==> src/rtl/divmod_unit.sv <==
// Unsigned restoring divider: one quotient bit per cycle, MSB first.
// Define DIVMOD_EARLY_EXIT_EN to finish in one cycle when a < b.
module divmod_unit #(
   parameter int WIDTH = 32
) (
   input  logic             CLK,
   input  logic             RST,
   input  logic             start,
   input  logic [WIDTH-1:0] a,
   input  logic [WIDTH-1:0] b,
   output logic             busy,
   output logic             done,
   output logic             div_by_zero,
   output logic [WIDTH-1:0] quotient,
   output logic [WIDTH-1:0] remainder
);
   localparam int CW = $clog2(WIDTH);

   typedef enum logic [1:0] {IDLE, CALC, DONE} state_t;

   state_t           state_q, state_d;
   logic [CW-1:0]    cnt_q, cnt_d;
   logic [WIDTH-1:0] acc_q, acc_d;   // dividend shifts out MSB first, quotient bits shift in
   logic [WIDTH-1:0] dvs_q, dvs_d;
   logic [WIDTH-1:0] rem_q, rem_d;
   logic [WIDTH-1:0] quo_q, quo_d;
   logic [WIDTH-1:0] rmd_q, rmd_d;
   logic             dbz_q, dbz_d;

   logic [WIDTH:0]   rem_sh;
   logic [WIDTH-1:0] rem_sub;
   logic             fits;

   always_comb begin
      rem_sh  = {rem_q, acc_q[WIDTH-1]};
      fits    = (rem_sh >= {1'b0, dvs_q});
      // True difference is below the divisor, so the low WIDTH bits are exact.
      rem_sub = rem_sh[WIDTH-1:0] - dvs_q;

      state_d = state_q;
      cnt_d   = cnt_q;
      acc_d   = acc_q;
      dvs_d   = dvs_q;
      rem_d   = rem_q;
      quo_d   = quo_q;
      rmd_d   = rmd_q;
      dbz_d   = dbz_q;

      case (state_q)
         IDLE: begin
            if (start) begin
               acc_d = a;
               dvs_d = b;
               rem_d = '0;
               cnt_d = '0;
               if (b == '0) begin
                  dbz_d   = 1'b1;
                  quo_d   = '1;
                  rmd_d   = a;
                  state_d = DONE;
               end
`ifdef DIVMOD_EARLY_EXIT_EN
               else if (a < b) begin
                  dbz_d   = 1'b0;
                  quo_d   = '0;
                  rmd_d   = a;
                  state_d = DONE;
               end
`endif
               else begin
                  dbz_d   = 1'b0;
                  state_d = CALC;
               end
            end
         end
         CALC: begin
            rem_d = fits ? rem_sub : rem_sh[WIDTH-1:0];
            acc_d = {acc_q[WIDTH-2:0], fits};
            cnt_d = cnt_q + CW'(1);
            if (cnt_q == CW'(WIDTH - 1)) begin
               quo_d   = {acc_q[WIDTH-2:0], fits};
               rmd_d   = fits ? rem_sub : rem_sh[WIDTH-1:0];
               state_d = DONE;
            end
         end
         DONE:    state_d = IDLE;
         default: state_d = IDLE;
      endcase
   end

   always_ff @(posedge CLK or posedge RST) begin
      if (RST) begin
         state_q <= IDLE;
         cnt_q   <= '0;
         acc_q   <= '0;
         dvs_q   <= '0;
         rem_q   <= '0;
         quo_q   <= '0;
         rmd_q   <= '0;
         dbz_q   <= 1'b0;
      end else begin
         state_q <= state_d;
         cnt_q   <= cnt_d;
         acc_q   <= acc_d;
         dvs_q   <= dvs_d;
         rem_q   <= rem_d;
         quo_q   <= quo_d;
         rmd_q   <= rmd_d;
         dbz_q   <= dbz_d;
      end
   end

   assign busy        = (state_q == CALC);
   assign done        = (state_q == DONE);
   assign div_by_zero = dbz_q;
   assign quotient    = quo_q;
   assign remainder   = rmd_q;
endmodule

==> config.mk <==
export PLATFORM = sky130hd
export DESIGN_NAME = divmod_unit
export DESIGN_NICKNAME = d
export VERILOG_FILES = /design/src/rtl/divmod_unit.sv
export SDC_FILE = /design/constraint.sdc
export NUM_CORES = 1
export LEC_CHECK = 0
export CELL_PAD_IN_SITES_DETAIL_PLACEMENT = 0
export CELL_PAD_IN_SITES_GLOBAL_PLACEMENT = 2
export CORE_MARGIN = 10
export CORE_UTILIZATION = 33
export CTS_CLUSTER_DIAMETER = 50
export CTS_CLUSTER_SIZE = 24
export DETAILED_ROUTE_END_ITERATION = 10
export GPL_TIMING_DRIVEN = 0
export PLACE_DENSITY_LB_ADDON = 0.12
export SLEW_MARGIN = 20
export SYNTH_ARGS = -nofsm -noshare
export SYNTH_HDL_FRONTEND = slang
export SYNTH_SLANG_ARGS = --single-unit
==> constraint.sdc <==
create_clock -name CLK -period 6.7 [get_ports CLK]
set_clock_uncertainty 0.05 [all_clocks]
set_input_delay 1.34 -clock CLK [delete_from_list [all_inputs] [get_ports CLK]]
set_output_delay 1.34 -clock CLK [all_outputs]
set_load 0.01 [all_outputs]
==> impl_metrics.yaml, run 1 <==
worst_setup_path:
  path_buf_inv: 6
  crit_family: "buffers and inverters"
  cp_max_fo: 10
  critical-path-slowest-cell: "clkdlybuf4s50_1"
  crit_path_cell_trace: "clkbuf_1 -> nand2b_1 -> inv_1 -> clkbuf_1 -> clkbuf_1 -> clkbuf_1 -> clkdlybuf4s50_1"
  cp_data_arrival_time_ps: 3600
  crit_required_ps: 5310
  startpoint_type: "register"
  path_class: "register to primary output"
  slowest_delay_ps: 680
  critPathCaptureType: "primary output"
  cp_common_cell: "clkbuf_1"
synth:
  ys.flop_type: "dfrtp_1"
  synthTopCellsByCount: "168 x dfrtp_1, 155 x nand2_1, 117 x nor2_1"
  ys_top_cells_by_area: "dfrtp_1 46%, nand2_1 6.4%, nor2_1 4.8%, ha_1 4.6%, o21ai_0 3.7%"
  async_flop_share: 1.00
  netlist_area_mm2: 0.00916
  syn_inst: 1055
  synth_top_cell_area_share: 0.459
  synth_edf_count: 0
  synth_area_per_cell_um2: 8.68
  ys.warnings.count: 0
  synth_cell_types: 62
  synth_fp_nets: 1157
  synth_seq_cells: 168
  yosysMostFrequentCell: "dfrtp_1"
  ys_seq_area_frac: 0.459
  synth_top_area_cell: "dfrtp_1"
drt:
  viasPerCell: 5.21
  routedWlPerCell_um: 20.6
  route.antenna.remaining_nets: 0
  drtIter0Drc: 540
  routed_wl_um: 32900
  dr_total_vias: 8300
  drc: 0
  dr.pass1.iters: 5
global_route:
  grt_start_max_net_pins: 98
  grt_pass1_vias: 8504
  grt_overflow: 0
  grt_pass1_wl_um: 50500
  grt_usage: 0.185
  antenna_found_initial: 0
power:
  power_w: 0.00731
  leakage_nw: 4.99
  peakVddDrop_mv: 0.294
  p_per_area_mw_per_mm2: 630
sta:
  finalHoldViolCount: 0
  rsz0062_at_grt: "false"
  worst_pin_slew_ps: 972
  finalSetupViolCount: 0
  slew_headroom: 0.346
  finalWorstSetupSlack_ps: 1710
  max_freq_mhz: 200
  fin_crit_sh: 0.745
  fin_crit_ps: 4990
  slew_viol_final: 0
clock_network:
  cts-resized-gates: 0
  post_cts_buffers: 0
  clock_sinks: 168
  cts.clk_slew.worst_paths_ps: 70
  cts_made_buffers: 17
  cts_tree: "yes"
  cts_root_buffer: "clkbuf_16"
  hold_buffers: 0
  insertion_delay_ps: 440
  cts_buffer_depth: 2
  h-tree-depth: 4
finish:
  drive_gt1_frac: 0.0450
  syn_to_final_growth_pct: 26.6
  antenna-diode-count: 0
  fin_nets: 1311
  final_cell_area_mm2: 0.0116
placement:
  postPlaceCellArea_mm2: 0.0110
  gp_congestion: 0.859
  pre_cts_ws_ps: 1850
  portBuffers: 133
  hpwlAfterDp_um: 25600
floorplan:
  ios: 134
  die_x_um: 187
  rows: 60
  initial_utilization: 0.338
  die_y_um: 187
  core_area_mm2: 0.0271
  die_area_mm2: 0.0348
run_status:
  status: "complete, no violations"
min_path:
  hold_class: "register to register"
run:
  maxCapViolations: 0
==> final timing paths <==
path / start / end / slack (ps) / cells past startpoint
worst max-delay path: state_q[1]$_DFFE_PP0P_ / busy / 1710 / 7
worst min-delay path: cnt_q[3]$_DFFE_PP0P_ / cnt_q[3]$_DFFE_PP0P_ / 440 / 1
worst max register to register: acc_q[31]$_DFFE_PP0P_ / rem_q[28]$_DFFE_PP0P_ / 3200 / 12
worst min register to register: cnt_q[3]$_DFFE_PP0P_ / cnt_q[3]$_DFFE_PP0P_ / 440 / 1
max in group asynchronous: RST / remainder[25]$_DFFE_PP0P_ / 4470 / 4
min in group asynchronous: RST / quotient[7]$_DFFE_PP0P_ / 1110 / 2
==> metal layers <==
| metal | vias up | GRT usage | wire length (µm) |
|---|---|---|---|
| met5 | - | 0 | 0 |
| li1 | 4035 | - | - |
| met3 | 34 | 0.0415 | 1630 |
| met2 | 185 | 0.295 | 15200 |
| met1 | 4046 | 0.247 | 15500 |
| met4 | 0 | 0.0493 | 592 |
==> registers in the layout, indices dropped and copies added, names as in the netlist <==
| register | count |
|---|---|
| div_by_zero | 1 |
| rem_q | 32 |
| dvs_q | 32 |
| remainder | 32 |
| cnt_q | 5 |
| acc_q | 32 |
| quotient | 32 |
| state_q | 2 |
==> final cells by class <==
cell class	instances	area, µm²
Fill cell	2781	15500
Inverter	45	176
Multi-Input combinational cell	775	4510
Sequential cell	168	4200
Clock buffer	19	453
Tap cell	372	465
Clock inverter	13	120
Timing Repair Buffer	135	1390
Buffer	67	279
==> cell usage in the layout, fill, tap and decap left out, types with 35 or more instances in the layout <==
master	count
a21o_1	35
nor3_1	53
o21ai_0	68
dfrtp_1	168
nor2_1	117
nand2_1	155
clkbuf_1	46
a21oi_1	64
clkdlybuf4s50_1	133
inv_1	44
==> cell families after synthesis <==
family,count (synthesis),synth area share
and+or+nand+nor,416,0.203
adders and majority gates,35,0.0486
muxes,14,0.0153
xor gates and xnor gates,24,0.0230
AOI/OAI and AO/OA,286,0.202
DFF,168,0.459
buffers and inverters,112,0.0489
==> where the power goes <==
group	internal (W)	total [W]	switching, W
combinational	0.00178	0.00446	0.00269
sequential	0.00150	0.00185	0.000350
clock	0.000535	0.000989	0.000454
total	0.00382	0.00731	0.00349
==> worst register-to-register path, stage by stage, from the launching register on <==
cell,delay [ps]
dfrtp_1,410
inv_1,70
ha_1,180
inv_1,70
fa_1,440
a211oi_1,420
o21a_1,200
nor4_1,100
o21ai_0,630
a211oi_1,160
a41oi_1,260
a21oi_1,110
a221o_1,280
==> metrics by stage <==
stage           util  cells  hold slack (ps)  TNS [ps]
2_1_floorplan      -   1055              399         0
3_3_place_gp   0.404   1560              427   -332340
3_5_place_dp   0.407   1562              433         0
4_1_cts        0.428   1594              442         0
5_1_grt        0.428   1594              457         0
6_report       0.428   1594              438         0
No activity file was read; power rests on OpenSTA's default activity.
==> run 2: changes to the inputs <==
==> constraint.sdc (replaced) <==
create_clock -name CLK -period 4.8 [get_ports CLK]
set_clock_uncertainty 0.05 [all_clocks]
set_input_delay 0.96 -clock CLK [delete_from_list [all_inputs] [get_ports CLK]]
set_output_delay 0.96 -clock CLK [all_outputs]
set_load 0.01 [all_outputs]
==> run 2 against run 1 <==
Effect of this change:
- power is 40% higher
- global-route usage is 0.26 points higher
- routed wire length rose by 0.35%
- final cell count is 0.19% higher
- die area is the same
- critical path depth unchanged
- non-clock buffer count is 4 higher
- worst setup slack got worse by 1500 ps
- clock power is 43% higher
- sequential power up 40%
- core utilization is 0.32 points higher
- critical endpoint unchanged
- largest power group unchanged
==> impl_metrics.yaml, run 2 (same netlist as run 1, synthesis figures left out) <==
clock_network:
  cts_root_buffer: "clkbuf_16"
  h-tree-depth: 4
  cts_tree: "yes"
  cts.clk_slew.worst_paths_ps: 70
  cts_made_buffers: 17
  cts_buffer_depth: 2
  insertion_delay_ps: 440
  cts-resized-gates: 0
  clock_sinks: 168
  post_cts_buffers: 0
  hold_buffers: 0
placement:
  gp_congestion: 0.861
  portBuffers: 133
  placedCellCount: 1566
  hpwlAfterDp_um: 26000
global_route:
  grt_pass1_vias: 8585
  grt_usage: 0.188
  grt_start_max_net_pins: 32
  grt_overflow: 0
  grt_pass1_wl_um: 51700
  antenna_found_initial: 0
power:
  internal_power_w: 0.00540
  leakage_nw: 5.03
  clockPowerShare: 0.138
  p_per_area_mw_per_mm2: 876
  switchingPower_w: 0.00483
  switching_share: 0.472
  peakVddDrop_mv: 0.389
  power_frac_comb: 0.609
  p_seq_frac: 0.253
finish:
  drive_gt1_frac: 0.0457
  layout_commonest_cell: "dfrtp_1"
  mostFrequentLayoutCells: "168 x dfrtp_1, 155 x nand2_1, 133 x clkdlybuf4s50_1"
  postLayoutCoreUtil: 0.431
  stdcell_count: 1597
  syn_to_final_growth_pct: 27.5
  antenna-diode-count: 0
  fillers: 2764
  fin_nets: 1315
worst_setup_path:
  crit_family: "buffers and inverters"
  crit_required_ps: 3790
  cp_common_cell: "clkbuf_1"
  critPathCaptureType: "primary output"
  slowest_delay_ps: 700
  cp_max_fo: 10
  path_buf_inv: 6
  cp_data_arrival_time_ps: 3600
  critical-path-slowest-cell: "clkdlybuf4s50_1"
  path_class: "register to primary output"
  crit_path_cell_trace: "clkbuf_1 -> nand2b_1 -> inv_1 -> clkbuf_1 -> clkbuf_1 -> clkbuf_1 -> clkdlybuf4s50_1"
  startpoint_type: "register"
drt:
  drc: 0
  drtIter0Drc: 553
  viasPerCell: 5.18
  routedWlPerCell_um: 20.7
  dr_total_vias: 8274
  routed_wl_um: 33000
  route.antenna.remaining_nets: 0
  dr.pass1.iters: 4
sta:
  fin_hold_ws_ps: 441
  finalHoldViolCount: 0
  worst_pin_slew_ps: 999
  fin_crit_sh: 0.960
  finalSetupViolCount: 0
  max_freq_mhz: 217
  slew_headroom: 0.328
  rsz0062_at_grt: "false"
  fin_crit_ps: 4610
  slew_viol_final: 0
run_status:
  status: "complete, no violations"
min_path:
  hold_class: "register to register"
floorplan:
  die_area_mm2: 0.0348
  ios: 134
  rows: 60
  core_area_mm2: 0.0271
  die_x_um: 187
  initial_utilization: 0.338
  die_y_um: 187
run:
  maxCapViolations: 0
==> run 2: worst paths after layout <==
| check | startpoint | depth (start not counted) | slack, ps | endpoint |
|---|---|---|---|---|
| min in group asynchronous | RST | 2 | 830 | quotient[7]$_DFFE_PP0P_ |
| worst min-delay path | cnt_q[3]$_DFFE_PP0P_ | 1 | 440 | cnt_q[3]$_DFFE_PP0P_ |
| worst max-delay path | state_q[1]$_DFFE_PP0P_ | 7 | 190 | busy |
| max in group asynchronous | RST | 5 | 2960 | rem_q[28]$_DFFE_PP0P_ |
| worst min register to register | cnt_q[3]$_DFFE_PP0P_ | 1 | 440 | cnt_q[3]$_DFFE_PP0P_ |
| worst max register to register | acc_q[31]$_DFFE_PP0P_ | 12 | 1270 | rem_q[28]$_DFFE_PP0P_ |
==> run 2: power by group through the flow <==
stage / Clock, W / Sequential, W / Combinational [W]
CTS: 0.00144 / 0.00259 / 0.00628
finish: 0.00141 / 0.00259 / 0.00624
floorplan: 0 / 0.00254 / 0.00414
global route: 0.00149 / 0.00267 / 0.00696
global placement: 0 / 0.00261 / 0.00620
detailed placement: 0 / 0.00261 / 0.00625
==> run 2: cell type report <==
| cell class | count | area [µm²] | share of cell area |
|---|---|---|---|
| Multi-Input combinational cell | 775 | 4510 | 0.386 |
| Sequential cell | 168 | 4200 | 0.360 |
| Timing Repair Buffer | 139 | 1470 | 0.126 |
| Clock buffer | 23 | 488 | 0.0418 |
| Tap cell | 372 | 465 | 0.0399 |
| Buffer | 67 | 279 | 0.0239 |
| Inverter | 45 | 173 | 0.0148 |
| Clock inverter | 8 | 95.1 | 0.00814 |
==> run 2: through the flow <==
stage,instance area [µm²],setup TNS (ps),setup slack [ps],total power (W)
CTS,11700,0,200,0.0103
floorplan,9160,0,1650,0.00668
global placement,11000,-10.5,-1.54,0.00881
detailed placement,11100,0,320,0.00886
finish,11700,0,194,0.0102
global route,11700,0,4.82,0.0111
==> run 2: routing by layer <==
layer  vias to the layer above  GRT usage  wire length [µm]
li1                       4046          -                 -
met1                      4025      0.250             15700
met2                       181      0.306             15500
met3                        22     0.0410              1440
met4                         0     0.0394               392
met5                         -          0                 0
==> run 3: changes to the inputs <==
--- a/config.mk
+++ b/config.mk
@@ -12,6 +12,7 @@
 export CTS_CLUSTER_DIAMETER = 50
 export CTS_CLUSTER_SIZE = 24
 export DETAILED_ROUTE_END_ITERATION = 10
+export GPL_ROUTABILITY_DRIVEN = 0
 export GPL_TIMING_DRIVEN = 0
 export PLACE_DENSITY_LB_ADDON = 0.12
 export SLEW_MARGIN = 20
==> results of run 3 <==
Same layout as run 2: the final DEF is identical, and so are final timing and power.
